### src/rtl/mc_control_fsm_if.sv
// Control bundle between the multicycle controller and the IR/ALU datapath, memory and I/O ports.
// Handshakes: FETCH/LWRD/SWWR complete in the cycle MemReady=1, IN in the cycle InValid=1, OUT in the cycle OutReady=1.
interface mc_control_fsm_if #(
   parameter int OPW   = 4,
   parameter int FUNKW = 3
);
   logic [OPW-1:0]   Opcode;
   logic [FUNKW-1:0] funk;
   logic             Zero;
   logic             MemReady;
   logic             InValid;
   logic             OutReady;
   logic [2:0]       ALUOp;
   logic             SrcA;
   logic [1:0]       SrcB;
   logic [1:0]       MemtoReg;
   logic [1:0]       RegDest;
   logic             RegWrite;
   logic             MemRead;
   logic             MemWrite;
   logic             MemSrc;
   logic             IRWrite;
   logic             OutputWrite;
   logic             InAck;
   logic             PCWrite;
   logic [1:0]       PCSrc;
   logic             Trap;
   logic [1:0]       TrapCause;
   logic [4:0]       current_state;

   modport master (
      input  Opcode, funk, Zero, MemReady, InValid, OutReady,
      output ALUOp, SrcA, SrcB, MemtoReg, RegDest, RegWrite, MemRead, MemWrite, MemSrc,
             IRWrite, OutputWrite, InAck, PCWrite, PCSrc, Trap, TrapCause, current_state
   );

   modport slave (
      output Opcode, funk, Zero, MemReady, InValid, OutReady,
      input  ALUOp, SrcA, SrcB, MemtoReg, RegDest, RegWrite, MemRead, MemWrite, MemSrc,
             IRWrite, OutputWrite, InAck, PCWrite, PCSrc, Trap, TrapCause, current_state
   );
endinterface

### src/rtl/mc_control_fsm.sv
// Multicycle control FSM: decodes Opcode/funk into datapath selects and enables, with memory
// wait-states plus timeout, in/out handshakes, zero-qualified branches and a trap state.
module mc_control_fsm #(
   parameter int OPW         = 4,
   parameter int FUNKW       = 3,
   parameter int MEM_TIMEOUT = 15
) (
   input logic               CLK,
   input logic               Reset,
   mc_control_fsm_if.master  bus
);
   localparam int TW = (MEM_TIMEOUT < 2) ? 1 : $clog2(MEM_TIMEOUT + 1);

   typedef enum logic [4:0] {
      S_FETCH = 5'd0, S_DECODE = 5'd1, S_RTYPE = 5'd2, S_RWB = 5'd3, S_MEMADDR = 5'd4,
      S_SWWR = 5'd5, S_LWRD = 5'd6, S_LWWB = 5'd7, S_IMM = 5'd8, S_IMMWB = 5'd9,
      S_JAL1 = 5'd10, S_JAL2 = 5'd11, S_JR = 5'd12, S_JUMP = 5'd13, S_BEQ = 5'd14,
      S_BNE = 5'd15, S_IN = 5'd16, S_OUT = 5'd17, S_TRAP = 5'd18
   } state_t;

   state_t         r_state;
   logic [1:0]     r_cause;
   logic [TW-1:0]  r_tmo;

   logic [3:0]     w_op;
   logic           w_op_hi;
   logic           w_tmo_hit;
   logic [2:0]     w_aluop;
   logic           w_srca, w_memsrc;
   logic [1:0]     w_srcb, w_memtoreg, w_regdest, w_pcsrc;
   logic           w_regwrite, w_memread, w_memwrite, w_irwrite;
   logic           w_outwrite, w_inack, w_pcwrite, w_trap;

   // Any opcode bit above [3] makes the instruction illegal.
   always_comb begin
      w_op_hi = 1'b0;
      for (int i = 4; i < OPW; i++) w_op_hi |= bus.Opcode[i];
   end

   assign w_op      = bus.Opcode[3:0];
   assign w_tmo_hit = (MEM_TIMEOUT != 0) && (r_tmo == TW'(MEM_TIMEOUT - 1));

   // The wait counter idles at zero outside memory states, so every entry starts from zero.
   always_ff @(posedge CLK) begin
      if (Reset) begin
         r_state <= S_FETCH;
         r_cause <= 2'b00;
         r_tmo   <= '0;
      end else begin
         r_tmo <= '0;
         case (r_state)
            S_FETCH, S_LWRD, S_SWWR: begin
               if (bus.MemReady) begin
                  r_state <= (r_state == S_FETCH) ? S_DECODE :
                             (r_state == S_LWRD)  ? S_LWWB : S_FETCH;
               end else if (w_tmo_hit) begin
                  r_state <= S_TRAP;
                  r_cause <= 2'b10;
               end else begin
                  r_tmo <= r_tmo + TW'(1);
               end
            end
            S_DECODE: begin
               if (w_op_hi) begin
                  r_state <= S_TRAP;
                  r_cause <= 2'b01;
               end else begin
                  case (w_op)
                     4'd0:             r_state <= S_RTYPE;
                     4'd1, 4'd4, 4'd5: r_state <= S_IMM;
                     4'd2, 4'd3:       r_state <= S_MEMADDR;
                     4'd7:             r_state <= S_BEQ;
                     4'd8:             r_state <= S_BNE;
                     4'd9:             r_state <= S_JUMP;
                     4'd10:            r_state <= S_JAL1;
                     4'd11:            r_state <= S_JR;
                     4'd12: begin
                        if (bus.funk == FUNKW'(1))      r_state <= S_IN;
                        else if (bus.funk == FUNKW'(0)) r_state <= S_OUT;
                        else begin
                           r_state <= S_TRAP;
                           r_cause <= 2'b11;
                        end
                     end
                     default: begin
                        r_state <= S_TRAP;
                        r_cause <= 2'b01;
                     end
                  endcase
               end
            end
            S_RTYPE:   r_state <= S_RWB;
            S_IMM:     r_state <= S_IMMWB;
            S_MEMADDR: r_state <= (w_op == 4'd2) ? S_LWRD : S_SWWR;
            S_JAL1:    r_state <= S_JAL2;
            S_IN:      if (bus.InValid)  r_state <= S_FETCH;
            S_OUT:     if (bus.OutReady) r_state <= S_FETCH;
            default:   r_state <= S_FETCH;
         endcase
      end
   end

   always_comb begin
      w_aluop    = 3'b000;
      w_srca     = 1'b0;
      w_srcb     = 2'b00;
      w_memtoreg = 2'b00;
      w_regdest  = 2'b00;
      w_pcsrc    = 2'b00;
      w_memsrc   = 1'b0;
      w_regwrite = 1'b0;
      w_memread  = 1'b0;
      w_memwrite = 1'b0;
      w_irwrite  = 1'b0;
      w_outwrite = 1'b0;
      w_inack    = 1'b0;
      w_pcwrite  = 1'b0;
      w_trap     = 1'b0;
      case (r_state)
         S_FETCH: begin
            w_memread = 1'b1;
            w_srcb    = 2'b01;
            w_aluop   = 3'b010;
            w_irwrite = bus.MemReady;
            w_pcwrite = bus.MemReady;
         end
         S_DECODE: begin
            w_srcb  = 2'b11;
            w_aluop = 3'b010;
         end
         S_RTYPE: begin
            w_srca  = 1'b1;
            w_aluop = bus.funk[2:0];
         end
         S_RWB: begin
            w_regwrite = 1'b1;
            w_memtoreg = 2'b01;
            w_regdest  = 2'b01;
         end
         S_IMM: begin
            w_srca  = 1'b1;
            w_srcb  = 2'b10;
            w_aluop = (w_op == 4'd1) ? 3'b010 : (w_op == 4'd4) ? 3'b001 : 3'b000;
         end
         S_IMMWB: begin
            w_regwrite = 1'b1;
            w_memtoreg = 2'b01;
         end
         S_MEMADDR: begin
            w_srca  = 1'b1;
            w_srcb  = 2'b10;
            w_aluop = 3'b010;
         end
         S_LWRD: begin
            w_memread = 1'b1;
            w_memsrc  = 1'b1;
         end
         S_LWWB: w_regwrite = 1'b1;
         S_SWWR: begin
            w_memwrite = 1'b1;
            w_memsrc   = 1'b1;
         end
         S_JAL1: begin
            w_srcb  = 2'b01;
            w_aluop = 3'b010;
         end
         S_JAL2: begin
            w_regwrite = 1'b1;
            w_memtoreg = 2'b01;
            w_regdest  = 2'b11;
            w_pcwrite  = 1'b1;
            w_pcsrc    = 2'b10;
         end
         S_JR: begin
            w_srca    = 1'b1;
            w_aluop   = 3'b100;
            w_pcwrite = 1'b1;
         end
         S_JUMP: begin
            w_pcwrite = 1'b1;
            w_pcsrc   = 2'b10;
         end
         S_BEQ, S_BNE: begin
            w_srca    = 1'b1;
            w_aluop   = 3'b011;
            w_pcsrc   = 2'b01;
            w_pcwrite = (r_state == S_BEQ) ? bus.Zero : ~bus.Zero;
         end
         S_IN: begin
            w_memtoreg = 2'b10;
            w_regdest  = 2'b01;
            w_regwrite = bus.InValid;
            w_inack    = bus.InValid;
         end
         S_OUT: w_outwrite = 1'b1;
         S_TRAP: begin
            w_trap    = 1'b1;
            w_pcwrite = 1'b1;
            w_pcsrc   = 2'b11;
         end
         default: ;
      endcase
   end

   // Enables are masked by Reset combinationally so an in-flight access is killed immediately.
   assign bus.RegWrite      = w_regwrite & ~Reset;
   assign bus.MemRead       = w_memread  & ~Reset;
   assign bus.MemWrite      = w_memwrite & ~Reset;
   assign bus.IRWrite       = w_irwrite  & ~Reset;
   assign bus.PCWrite       = w_pcwrite  & ~Reset;
   assign bus.OutputWrite   = w_outwrite & ~Reset;
   assign bus.InAck         = w_inack    & ~Reset;
   assign bus.Trap          = w_trap     & ~Reset;
   assign bus.ALUOp         = w_aluop;
   assign bus.SrcA          = w_srca;
   assign bus.SrcB          = w_srcb;
   assign bus.MemtoReg      = w_memtoreg;
   assign bus.RegDest       = w_regdest;
   assign bus.MemSrc        = w_memsrc;
   assign bus.PCSrc         = w_pcsrc;
   assign bus.TrapCause     = r_cause;
   assign bus.current_state = r_state;
endmodule

### src/flat_wrapper.sv
// flat-port wrapper written by rule: the top's interface ports become plain ports
module mc_control_fsm_flat 
#(
   parameter int OPW         = 4,
   parameter int FUNKW       = 3,
   parameter int MEM_TIMEOUT = 15
)
  (CLK, Reset, bus_Opcode, bus_funk, bus_Zero, bus_MemReady, bus_InValid, bus_OutReady, bus_ALUOp, bus_SrcA, bus_SrcB, bus_MemtoReg, bus_RegDest, bus_RegWrite, bus_MemRead, bus_MemWrite, bus_MemSrc, bus_IRWrite, bus_OutputWrite, bus_InAck, bus_PCWrite, bus_PCSrc, bus_Trap, bus_TrapCause, bus_current_state);
  mc_control_fsm_if #(.OPW(OPW), .FUNKW(FUNKW)) bus_i ();
  input logic CLK;
  input logic Reset;
  input wire logic [$bits(bus_i.Opcode)-1:0] bus_Opcode;
  input wire logic [$bits(bus_i.funk)-1:0] bus_funk;
  input wire logic [$bits(bus_i.Zero)-1:0] bus_Zero;
  input wire logic [$bits(bus_i.MemReady)-1:0] bus_MemReady;
  input wire logic [$bits(bus_i.InValid)-1:0] bus_InValid;
  input wire logic [$bits(bus_i.OutReady)-1:0] bus_OutReady;
  output wire logic [$bits(bus_i.ALUOp)-1:0] bus_ALUOp;
  output wire logic [$bits(bus_i.SrcA)-1:0] bus_SrcA;
  output wire logic [$bits(bus_i.SrcB)-1:0] bus_SrcB;
  output wire logic [$bits(bus_i.MemtoReg)-1:0] bus_MemtoReg;
  output wire logic [$bits(bus_i.RegDest)-1:0] bus_RegDest;
  output wire logic [$bits(bus_i.RegWrite)-1:0] bus_RegWrite;
  output wire logic [$bits(bus_i.MemRead)-1:0] bus_MemRead;
  output wire logic [$bits(bus_i.MemWrite)-1:0] bus_MemWrite;
  output wire logic [$bits(bus_i.MemSrc)-1:0] bus_MemSrc;
  output wire logic [$bits(bus_i.IRWrite)-1:0] bus_IRWrite;
  output wire logic [$bits(bus_i.OutputWrite)-1:0] bus_OutputWrite;
  output wire logic [$bits(bus_i.InAck)-1:0] bus_InAck;
  output wire logic [$bits(bus_i.PCWrite)-1:0] bus_PCWrite;
  output wire logic [$bits(bus_i.PCSrc)-1:0] bus_PCSrc;
  output wire logic [$bits(bus_i.Trap)-1:0] bus_Trap;
  output wire logic [$bits(bus_i.TrapCause)-1:0] bus_TrapCause;
  output wire logic [$bits(bus_i.current_state)-1:0] bus_current_state;
  assign bus_i.Opcode = bus_Opcode;
  assign bus_i.funk = bus_funk;
  assign bus_i.Zero = bus_Zero;
  assign bus_i.MemReady = bus_MemReady;
  assign bus_i.InValid = bus_InValid;
  assign bus_i.OutReady = bus_OutReady;
  assign bus_ALUOp = bus_i.ALUOp;
  assign bus_SrcA = bus_i.SrcA;
  assign bus_SrcB = bus_i.SrcB;
  assign bus_MemtoReg = bus_i.MemtoReg;
  assign bus_RegDest = bus_i.RegDest;
  assign bus_RegWrite = bus_i.RegWrite;
  assign bus_MemRead = bus_i.MemRead;
  assign bus_MemWrite = bus_i.MemWrite;
  assign bus_MemSrc = bus_i.MemSrc;
  assign bus_IRWrite = bus_i.IRWrite;
  assign bus_OutputWrite = bus_i.OutputWrite;
  assign bus_InAck = bus_i.InAck;
  assign bus_PCWrite = bus_i.PCWrite;
  assign bus_PCSrc = bus_i.PCSrc;
  assign bus_Trap = bus_i.Trap;
  assign bus_TrapCause = bus_i.TrapCause;
  assign bus_current_state = bus_i.current_state;
  mc_control_fsm #(.OPW(OPW), .FUNKW(FUNKW), .MEM_TIMEOUT(MEM_TIMEOUT)) u_core (.CLK(CLK), .Reset(Reset), .bus(bus_i));
endmodule
### config.mk
export PLATFORM = sky130hd
export DESIGN_NAME = mc_control_fsm_flat
export DESIGN_NICKNAME = d
export VERILOG_FILES = /design/src/rtl/mc_control_fsm_if.sv /design/src/rtl/mc_control_fsm.sv /design/src/flat_wrapper.sv
export SDC_FILE = /design/constraint.sdc
export NUM_CORES = 1
export LEC_CHECK = 0
export ABC_AREA = 1
export CORE_ASPECT_RATIO = 2
export CORE_UTILIZATION = 35
export CTS_CLUSTER_DIAMETER = 80
export CTS_CLUSTER_SIZE = 28
export DETAILED_ROUTE_END_ITERATION = 10
export PLACE_DENSITY = 0.65
export SYNTH_ARGS = -nofsm -noshare
export SYNTH_HDL_FRONTEND = slang
export SYNTH_SLANG_ARGS = --single-unit
### constraint.sdc
create_clock -name CLK -period 1.4 [get_ports CLK]
set_input_delay 0.28 -clock CLK [delete_from_list [all_inputs] [get_ports CLK]]
set_output_delay 0.28 -clock CLK [all_outputs]
set_load 0.005 [all_outputs]
==> report_table.html, run 1 <==
<table>
<tr><th>Metric</th><th>Value</th></tr>
<tr><th colspan="2">Global routing</th></tr>
<tr><td>Global-route track usage on met2</td><td>between 60% and 70%</td></tr>
<tr><td>Global routing met1 resource utilization</td><td>~25%</td></tr>
<tr><td>Gr ovfl total</td><td>0</td></tr>
<tr><td>First-pass GRT wire length</td><td>approximately 7400 um</td></tr>
<tr><td>Initial antenna violation count</td><td>0</td></tr>
<tr><td>Most Used Layer, Global Route</td><td>met2</td></tr>
<tr><td>Via count of the first global-routing pass</td><td>between 1,500 and 2,000</td></tr>
<tr><td>Global-route usage over all layers</td><td>between 20% and 30%</td></tr>
<tr><td>Pin count of the biggest net entering global routing</td><td>8</td></tr>
<tr><td>Routing usage on met3</td><td>3.30%</td></tr>
<tr><th colspan="2">Detailed routing</th></tr>
<tr><td>Routed len/inst</td><td>14.2 um</td></tr>
<tr><td>Routed via count divided by cell count</td><td>~5</td></tr>
<tr><td>Count of vias placed by the detailed router</td><td>about 1,700</td></tr>
<tr><td>Number of nets with antenna violations after detailed routing</td><td>0</td></tr>
<tr><td>DR DRC count</td><td>0</td></tr>
<tr><td>Total length of routed wires</td><td>around 4800 um</td></tr>
<tr><td>Violation count after the first detailed-route iteration</td><td>29</td></tr>
<tr><td>Number of iterations in the first detailed-routing pass</td><td>4</td></tr>
<tr><th colspan="2">Pwr</th></tr>
<tr><td>LEAKAGE</td><td>approximately 1.2 nW</td></tr>
<tr><td>Power Total</td><td>4.25 mW</td></tr>
<tr><td>Maximum vdd ir drop</td><td>between 0.001 and 0.0015 V</td></tr>
<tr><td>Pwr Density</td><td>roughly 1700 nW/um2</td></tr>
<tr><th colspan="2">Critical path</th></tr>
<tr><td>Startpoint type of the worst setup path</td><td>register</td></tr>
<tr><td>Critical path launch point</td><td>u_core.bus.current_state[3]$_SDFFE_PP0P_</td></tr>
<tr><td>Type of element capturing the critical path</td><td>output port</td></tr>
<tr><td>Reg-to-reg critical path startpoint</td><td>u_core.bus.current_state[0]$_SDFFE_PP0P_</td></tr>
<tr><td>CP Class</td><td>reg -&gt; out</td></tr>
<tr><td>Data arrival time of the worst path</td><td>roughly 1.5 ns</td></tr>
<tr><td>Biggest fanout along the worst timing path</td><td>4</td></tr>
<tr><td>WP data required</td><td>1.12 ns</td></tr>
<tr><th colspan="2">STA</th></tr>
<tr><td>Worst hold slack after final layout</td><td>about 0.45 ns</td></tr>
<tr><td>Slew @ Worst Pin</td><td>0.344 ns</td></tr>
<tr><td>Pins over their slew limit</td><td>0</td></tr>
<tr><td>Final total negative setup slack</td><td>-7.90 ns</td></tr>
<tr><td>Number of failing setup endpoints in the final timing report</td><td>32</td></tr>
<tr><td>Final worst clock skew</td><td>about 0.0012 ns</td></tr>
<tr><td>Post-layout minimum cycle time</td><td>between 1.5 and 2 ns</td></tr>
<tr><td>Setup slack of the critical path after layout</td><td>-0.416 ns</td></tr>
<tr><td>Setup repair after global routing missed its margin</td><td>yes</td></tr>
<tr><td>Post-route clock period utilization</td><td>130%</td></tr>
<tr><td>Final hold violation count</td><td>0</td></tr>
<tr><td>Achievable clock frequency</td><td>between 500 and 600 MHz</td></tr>
<tr><td>Slew HR</td><td>about 77%</td></tr>
<tr><th colspan="2">Synth</th></tr>
<tr><td>Number of synthesized flops with an enable pin</td><td>0</td></tr>
<tr><td>Async set-reset flop share out of synthesis</td><td>0%</td></tr>
<tr><td>Mapped Avg Cell Area</td><td>between 5 and 6 um2</td></tr>
<tr><td>Most area-hungry cell type in the Yosys netlist</td><td>sky130_fd_sc_hd__dfxtp_1</td></tr>
<tr><td>Net count after synthesis</td><td>approximately 200</td></tr>
<tr><td>Synth top area cells</td><td>sky130_fd_sc_hd__dfxtp_1 20%, sky130_fd_sc_hd__nand2_1 14%, sky130_fd_sc_hd__nor2_1 11%</td></tr>
<tr><td>Number of distinct standard cells referenced by the synthesized netlist</td><td>30</td></tr>
<tr><td>Most numerous cell in the Yosys netlist</td><td>sky130_fd_sc_hd__nand2_1</td></tr>
<tr><td>Top cells by count, synth</td><td>42 x sky130_fd_sc_hd__nand2_1, 34 x sky130_fd_sc_hd__nor2_1, 29 x sky130_fd_sc_hd__inv_1</td></tr>
<tr><td>Yosys synthesis warning count</td><td>0</td></tr>
<tr><td>Fraction of synthesized cell area taken by the top area cell type</td><td>around a fifth</td></tr>
<tr><td>Area of the mapped netlist</td><td>1110 um2</td></tr>
<tr><td>Leading register cell type out of synthesis</td><td>sky130_fd_sc_hd__dfxtp_1</td></tr>
<tr><td>Post-synthesis register bit count</td><td>11</td></tr>
<tr><td>Sequential-to-total area share from yosys stat</td><td>between 10% and 20%</td></tr>
<tr><td>Count of mapped cells out of synthesis</td><td>approximately 190</td></tr>
<tr><th colspan="2">Layout</th></tr>
<tr><td>Area of the multi-input gates</td><td>roughly 1000 um2</td></tr>
<tr><td>Area taken by flip-flops and latches</td><td>239 um2</td></tr>
<tr><td>Antenna cell count</td><td>0</td></tr>
<tr><td>Share of post-route cells with drive strength above 1</td><td>between 50% and 60%</td></tr>
<tr><td>Post-route cell area</td><td>2440 um2</td></tr>
<tr><td>Filler Cells Inserted</td><td>199</td></tr>
<tr><td>Layout Nets</td><td>323</td></tr>
<tr><td>Final cell count without fillers</td><td>between 300 and 400</td></tr>
<tr><td>Growth of design area from synthesis to finish</td><td>119%</td></tr>
<tr><th colspan="2">CTS</th></tr>
<tr><td>Deepest level of the CTS H-tree</td><td>1</td></tr>
<tr><td>Clock slew at reported path FFs</td><td>0.05 ns</td></tr>
<tr><td>Skew-Pair Late Insertion Delay</td><td>between 0.2 and 0.3 ns</td></tr>
<tr><td>Maximum clock path buffer count</td><td>2</td></tr>
<tr><td>TritonCTS sink count</td><td>11</td></tr>
<tr><td>TritonCTS buffer count</td><td>3</td></tr>
<tr><td>Clock tree from TritonCTS</td><td>yes</td></tr>
<tr><td>Hold Buf Count CTS</td><td>0</td></tr>
<tr><td>Clock tree root driver cell</td><td>sky130_fd_sc_hd__clkbuf_8</td></tr>
<tr><th colspan="2">Floorplan</th></tr>
<tr><td>Starting Density</td><td>37.4%</td></tr>
<tr><td>Top-level port count</td><td>just over 40</td></tr>
<tr><td>Std cell rows</td><td>28</td></tr>
<tr><td>Horizontal die dimension</td><td>~42 um</td></tr>
<tr><td>Core region area</td><td>roughly 3000 um2</td></tr>
<tr><td>Die Outline Area</td><td>3420 um2</td></tr>
<tr><td>Overall die height</td><td>81.8 um</td></tr>
<tr><th colspan="2">Placement</th></tr>
<tr><td>Final GP Congestion</td><td>just over 0.8</td></tr>
<tr><td>Cell Area, Placed</td><td>roughly 2000 um2</td></tr>
<tr><td>Placed cell count</td><td>321</td></tr>
<tr><td>Number of buffer cells added on primary ports</td><td>40</td></tr>
<tr><td>HPWL after detailed placement</td><td>3310 um</td></tr>
<tr><th colspan="2">Hold path</th></tr>
<tr><td>Launch point of the worst hold path</td><td>u_core.bus.TrapCause[0]$_SDFFE_PP0P_</td></tr>
<tr><td>Hold Crit Class</td><td>reg -&gt; reg</td></tr>
<tr><th colspan="2">Run status</th></tr>
<tr><td>Violations in the final reports</td><td>setup timing</td></tr>
<tr><td>Status</td><td>finished, violations left</td></tr>
<tr><th colspan="2">Run</th></tr>
<tr><td>Count of max-cap constraint violations</td><td>0</td></tr>
</table>
[cell families (layout without fill, tap and decap cells)]
group | after synthesis | count (layout) | synth area share (%)
AOI/OAI and AO/OA | 25 | 25 | 13.7
xor gates and xnor gates | 3 | 3 | 2.36
adders and majority gates | 2 | 2 | 2.25
buffers and inverters | 35 | 154 | 11.8
DFF | 11 | 11 | 19.8
and+or+nand+nor | 112 | 112 | 50.1
[final timing paths]
check | cells after the start | endpoint | slack (ns)
hold / removal | 2 | u_core.bus.TrapCause[0]$_SDFFE_PP0P_ | 0.45
hold reg to reg | 2 | u_core.bus.TrapCause[0]$_SDFFE_PP0P_ | 0.45
setup reg to reg | 11 | u_core.bus.current_state[0]$_SDFFE_PP0P_ | -0.22
setup / recovery | 10 | bus_PCWrite | -0.42
[routing by layer]
layer	share of wire [%]	vias to the layer above
li1	-	839
met1	32	803
met2	64	43
met3	2.3	7
met4	1.5	0
met5	0	-
[worst max-delay path: stages (launching register included)]
cell and delay, ns:
sky130_fd_sc_hd__dfxtp_4 0.36, sky130_fd_sc_hd__buf_6 0.12, sky130_fd_sc_hd__inv_2 0.06, sky130_fd_sc_hd__nor2_4 0.04, sky130_fd_sc_hd__nand2_1 0.09, sky130_fd_sc_hd__nand2_1 0.06, sky130_fd_sc_hd__nor2_1 0.15, sky130_fd_sc_hd__inv_1 0.08
sky130_fd_sc_hd__a21oi_1 0.12, sky130_fd_sc_hd__a21oi_1 0.07, sky130_fd_sc_hd__buf_2 0.14
[state kept, by name, indices dropped and copies added (netlist names)]
register and count:
u_core.bus.current_state 5, u_core.bus.TrapCause 2, u_core.r_tmo 4
[power by group]
group	switching (mW)	internal (mW)	leakage [nW]	total, mW
Combinational	1.68	1.70	1.12	3.38
Clock	0.136	0.201	0.0228	0.338
Sequential	0.119	0.418	0.0933	0.536
[cell usage in the layout, fill, tap and decap left out, types with 6 or more instances in the layout]
master                            count
sky130_fd_sc_hd__buf_6               25
sky130_fd_sc_hd__nor2_4              10
sky130_fd_sc_hd__nor2_1              25
sky130_fd_sc_hd__clkdlybuf4s50_1     12
sky130_fd_sc_hd__inv_1               18
sky130_fd_sc_hd__nand3_1             10
sky130_fd_sc_hd__buf_4               53
sky130_fd_sc_hd__dfxtp_1              6
sky130_fd_sc_hd__nand3_4              8
sky130_fd_sc_hd__nand2_1             28
sky130_fd_sc_hd__inv_2               12
sky130_fd_sc_hd__nand2_2             14
sky130_fd_sc_hd__buf_2               17
sky130_fd_sc_hd__dlygate4sd2_1        6
[through the flow]
step	setup WS [ns]	utilization, %
3_5_place_dp	-0.616	68.5
4_1_cts	-0.346	78.5
3_3_place_gp	-0.610	68.5
2_1_floorplan	0.0137	-
5_1_grt	-0.489	81.9
6_report	-0.416	81.9
[timing repair]
action / CTS / global route
hold endpoints to repair: 0 / 0
endpoints found under the setup margin: 36 / 34
pin swaps: 35 / 30
buffers inserted: 11 / 5
gates cloned: 0 / 0
resized for setup: 167 / 30
[area by class of cell]
cell class	count	area share (%)
Timing Repair Buffer	116	39.6
Sequential cell	11	9.79
Multi-Input combinational cell	142	41.5
Clock buffer	4	1.85
Tap cell	30	1.54
Inverter	34	5.74
Power figures use the tool's default switching activity.
==> run 2, diff against run 1 <==
--- a/config.mk
+++ b/config.mk
@@ -12,6 +12,7 @@
 export CTS_CLUSTER_SIZE = 28
 export DETAILED_ROUTE_END_ITERATION = 10
 export PLACE_DENSITY = 0.65
+export REMOVE_ABC_BUFFERS = 1
 export SYNTH_ARGS = -nofsm -noshare
 export SYNTH_HDL_FRONTEND = slang
 export SYNTH_SLANG_ARGS = --single-unit
==> report_table.html, run 2 (synthesized netlist as in run 1, its figures left out) <==
<table>
<tr><th>Metric</th><th>Value</th></tr>
<tr><th colspan="2">Global routing</th></tr>
<tr><td>Gr ovfl total</td><td>0</td></tr>
<tr><td>Global-route usage over all layers</td><td>about 33%</td></tr>
<tr><td>Pin count of the biggest net entering global routing</td><td>10</td></tr>
<tr><td>Initial antenna violation count</td><td>0</td></tr>
<tr><td>Via count of the first global-routing pass</td><td>roughly 1,800</td></tr>
<tr><td>First-pass GRT wire length</td><td>between 8000 and 9000 um</td></tr>
<tr><th colspan="2">Critical path</th></tr>
<tr><td>WP data required</td><td>1.12 ns</td></tr>
<tr><td>Reg-to-reg critical path startpoint</td><td>u_core.bus.current_state[2]$_SDFFE_PP0P_</td></tr>
<tr><td>Critical path launch point</td><td>u_core.bus.current_state[0]$_SDFFE_PP0P_</td></tr>
<tr><td>CP Class</td><td>reg -&gt; out</td></tr>
<tr><td>Cell count of the worst reg-to-reg path</td><td>13</td></tr>
<tr><td>Critical Path, Cell by Cell</td><td>inv_4 -&gt; nor3_4 -&gt; nand2_2 -&gt; buf_6 -&gt; nand2_2 -&gt; nor2_2 -&gt; inv_2 -&gt; a21oi_2 -&gt; a21oi_2 -&gt; buf_2</td></tr>
<tr><td>R2r setup slk</td><td>-0.48 ns</td></tr>
<tr><td>Count of buffering cells on the critical path with inverters included</td><td>4</td></tr>
<tr><td>Endpoint of the worst register-to-register path</td><td>u_core.bus.current_state[1]$_SDFFE_PP0P_</td></tr>
<tr><td>Critical path destination</td><td>bus_PCWrite</td></tr>
<tr><td>Critical Path Stages</td><td>10</td></tr>
<tr><td>Type of element capturing the critical path</td><td>output port</td></tr>
<tr><td>Standard cell with the maximum stage delay on the critical path</td><td>sky130_fd_sc_hd__dfxtp_4</td></tr>
<tr><td>Startpoint type of the worst setup path</td><td>register</td></tr>
<tr><td>Kind of cell adding the most delay to the critical path</td><td>simple AND/OR/NAND/NOR gates</td></tr>
<tr><td>Slowest cell delay on critical path</td><td>around 0.39 ns</td></tr>
<tr><td>Biggest fanout along the worst timing path</td><td>4</td></tr>
<tr><td>Data arrival time of the worst path</td><td>around 1.7 ns</td></tr>
<tr><th colspan="2">Placement</th></tr>
<tr><td>Cell Area, Placed</td><td>around 2000 um2</td></tr>
<tr><td>Number of buffer cells added on primary ports</td><td>40</td></tr>
<tr><td>HPWL after detailed placement</td><td>~3200 um</td></tr>
<tr><td>Pre-CTS WS</td><td>-0.659 ns</td></tr>
<tr><td>Placed cell count</td><td>roughly 310</td></tr>
<tr><td>Final GP Congestion</td><td>slightly above 0.8</td></tr>
<tr><th colspan="2">Detailed routing</th></tr>
<tr><td>DR DRC count</td><td>0</td></tr>
<tr><td>Routed len/inst</td><td>~18 um</td></tr>
<tr><td>Routed via count divided by cell count</td><td>roughly 5.4</td></tr>
<tr><td>Count of vias placed by the detailed router</td><td>about 1,900</td></tr>
<tr><td>Violation count after the first detailed-route iteration</td><td>100</td></tr>
<tr><td>Number of nets with antenna violations after detailed routing</td><td>0</td></tr>
<tr><td>Number of iterations in the first detailed-routing pass</td><td>5</td></tr>
<tr><td>Total length of routed wires</td><td>around 6400 um</td></tr>
<tr><th colspan="2">Floorplan</th></tr>
<tr><td>Std cell rows</td><td>28</td></tr>
<tr><td>Overall die height</td><td>a little over 80 um</td></tr>
<tr><td>Horizontal die dimension</td><td>roughly 42 um</td></tr>
<tr><td>Core region area</td><td>2980 um2</td></tr>
<tr><td>Die Outline Area</td><td>3420 um2</td></tr>
<tr><td>Top-level port count</td><td>roughly 40</td></tr>
<tr><td>Starting Density</td><td>around 37%</td></tr>
<tr><th colspan="2">Pwr</th></tr>
<tr><td>Maximum vdd ir drop</td><td>0.00128 V</td></tr>
<tr><td>Pwr Density</td><td>1820 nW/um2</td></tr>
<tr><td>LEAKAGE</td><td>roughly 1.3 nW</td></tr>
<tr><th colspan="2">Layout</th></tr>
<tr><td>Most frequent cells in the layout</td><td>57 x sky130_fd_sc_hd__buf_4, 35 x sky130_fd_sc_hd__buf_6, 28 x sky130_fd_sc_hd__nand2_1, 24 x sky130_fd_sc_hd__nor2_1, 19 x sky130_fd_sc_hd__inv_1</td></tr>
<tr><td>Area taken by flip-flops and latches</td><td>between 200 and 250 um2</td></tr>
<tr><td>Final cell count without fillers</td><td>350</td></tr>
<tr><td>Layout Nets</td><td>336</td></tr>
<tr><td>Number of flip-flops in the largest register</td><td>5</td></tr>
<tr><td>Filler Cells Inserted</td><td>approximately 160</td></tr>
<tr><td>Antenna cell count</td><td>0</td></tr>
<tr><td>Growth of design area from synthesis to finish</td><td>131%</td></tr>
<tr><td>Share of post-route cells with drive strength above 1</td><td>between 60% and 70%</td></tr>
<tr><td>Post-route cell area</td><td>between 2000 and 3000 um2</td></tr>
<tr><td>Commonest non-fill, non-tap cell in the layout</td><td>sky130_fd_sc_hd__buf_4</td></tr>
<tr><td>Area of the multi-input gates</td><td>about 1000 um2</td></tr>
<tr><th colspan="2">STA</th></tr>
<tr><td>Post-route clock period utilization</td><td>141%</td></tr>
<tr><td>Number of failing setup endpoints in the final timing report</td><td>32</td></tr>
<tr><td>Pins over their slew limit</td><td>0</td></tr>
<tr><td>Final worst clock skew</td><td>0.0117 ns</td></tr>
<tr><td>Post-layout minimum cycle time</td><td>roughly 2.0 ns</td></tr>
<tr><td>Setup repair after global routing missed its margin</td><td>yes</td></tr>
<tr><td>Final hold violation count</td><td>0</td></tr>
<tr><td>Worst hold slack after final layout</td><td>about 0.46 ns</td></tr>
<tr><td>Slew @ Worst Pin</td><td>0.324 ns</td></tr>
<tr><td>Setup slack of the critical path after layout</td><td>-0.569 ns</td></tr>
<tr><td>Slew HR</td><td>about four fifths</td></tr>
<tr><td>Achievable clock frequency</td><td>a little over 500 MHz</td></tr>
<tr><th colspan="2">CTS</th></tr>
<tr><td>Clock tree root driver cell</td><td>sky130_fd_sc_hd__clkbuf_8</td></tr>
<tr><td>Deepest level of the CTS H-tree</td><td>1</td></tr>
<tr><td>Hold Buf Count CTS</td><td>0</td></tr>
<tr><td>Skew-Pair Late Insertion Delay</td><td>roughly 0.26 ns</td></tr>
<tr><td>Clock tree from TritonCTS</td><td>yes</td></tr>
<tr><td>TritonCTS buffer count</td><td>3</td></tr>
<tr><td>TritonCTS sink count</td><td>11</td></tr>
<tr><td>Clock slew at reported path FFs</td><td>around 0.060 ns</td></tr>
<tr><td>Maximum clock path buffer count</td><td>2</td></tr>
<tr><th colspan="2">Run</th></tr>
<tr><td>Count of max-cap constraint violations</td><td>0</td></tr>
<tr><th colspan="2">Hold path</th></tr>
<tr><td>Hold Crit Class</td><td>reg -&gt; reg</td></tr>
<tr><td>Launch point of the worst hold path</td><td>u_core.r_tmo[0]$_SDFF_PP0_</td></tr>
<tr><th colspan="2">Run status</th></tr>
<tr><td>Status</td><td>finished, violations left</td></tr>
<tr><td>Violations in the final reports</td><td>setup timing</td></tr>
</table>
[run 2: cell type report]
type	instances	share of cell area [%]
multi-input cells	142	38.8
repair buffers	129	43.2
clock buffers	4	1.75
well taps	30	1.46
inverters	34	5.53
flip-flops and latches	11	9.27
[run 2: stage by stage]
| stage | util [%] | TNS [ns] | total power, mW |
|---|---|---|---|
| global placement | 66.3 | -14.27 | 2.87 |
| detailed placement | 66.3 | -14.29 | 2.87 |
| CTS | 79.4 | -8.32 | 3.93 |
| floorplan | - | -0.225 | 1.57 |
| global route | 86.6 | -14.44 | 4.87 |
| finish | 86.6 | -12.81 | 4.69 |
[run 2: routing by layer]
layer | wire [um] | GRT usage [%]
met1 | 2070 | 29.3
met2 | 3360 | 65.6
met3 | 384 | 4.18
met4 | 622 | 23.5
met5 | 0 | 0
[run 2: power by group]
group | switching [mW] | internal [mW]
Sequential | 0.112 | 0.417
Combinational | 1.93 | 1.87
Clock | 0.151 | 0.202
Total | 2.19 | 2.49
[run 2: worst reg2reg max path, cell delays in order (launching register included)]
cell,delay (ns)
sky130_fd_sc_hd__dfxtp_4,0.36
sky130_fd_sc_hd__buf_12,0.14
sky130_fd_sc_hd__nor2_4,0.20
sky130_fd_sc_hd__buf_6,0.13
sky130_fd_sc_hd__nand3_4,0.08
sky130_fd_sc_hd__buf_6,0.14
sky130_fd_sc_hd__buf_6,0.12
sky130_fd_sc_hd__buf_6,0.11
sky130_fd_sc_hd__nand3_4,0.08
sky130_fd_sc_hd__nand3_4,0.10
sky130_fd_sc_hd__nand2_4,0.14
sky130_fd_sc_hd__inv_2,0.05
sky130_fd_sc_hd__nand2_2,0.08
sky130_fd_sc_hd__a21oi_2,0.06
[run 2: timing repair]
item	CTS	global route
pin swaps	29	28
gates resized for setup	170	43
endpoints found under the setup margin	37	35
setup buffers	26	14
gates cloned	0	0
[run 2: worst min path at each step]
| stage | end | slack, ns | cells after the start |
|---|---|---|---|
| detailed placement | u_core.bus.TrapCause[0]$_SDFFE_PP0P_ | 0.46 | 2 |
| global placement | u_core.r_tmo[0]$_SDFF_PP0_ | 0.45 | 1 |
| floorplan | u_core.bus.current_state[1]$_SDFFE_PP0P_ | 0.34 | 1 |
| global route | u_core.bus.TrapCause[0]$_SDFFE_PP0P_ | 0.49 | 2 |
| finish | u_core.r_tmo[0]$_SDFF_PP0_ | 0.46 | 1 |
| CTS | u_core.bus.TrapCause[0]$_SDFFE_PP0P_ | 0.47 | 2 |
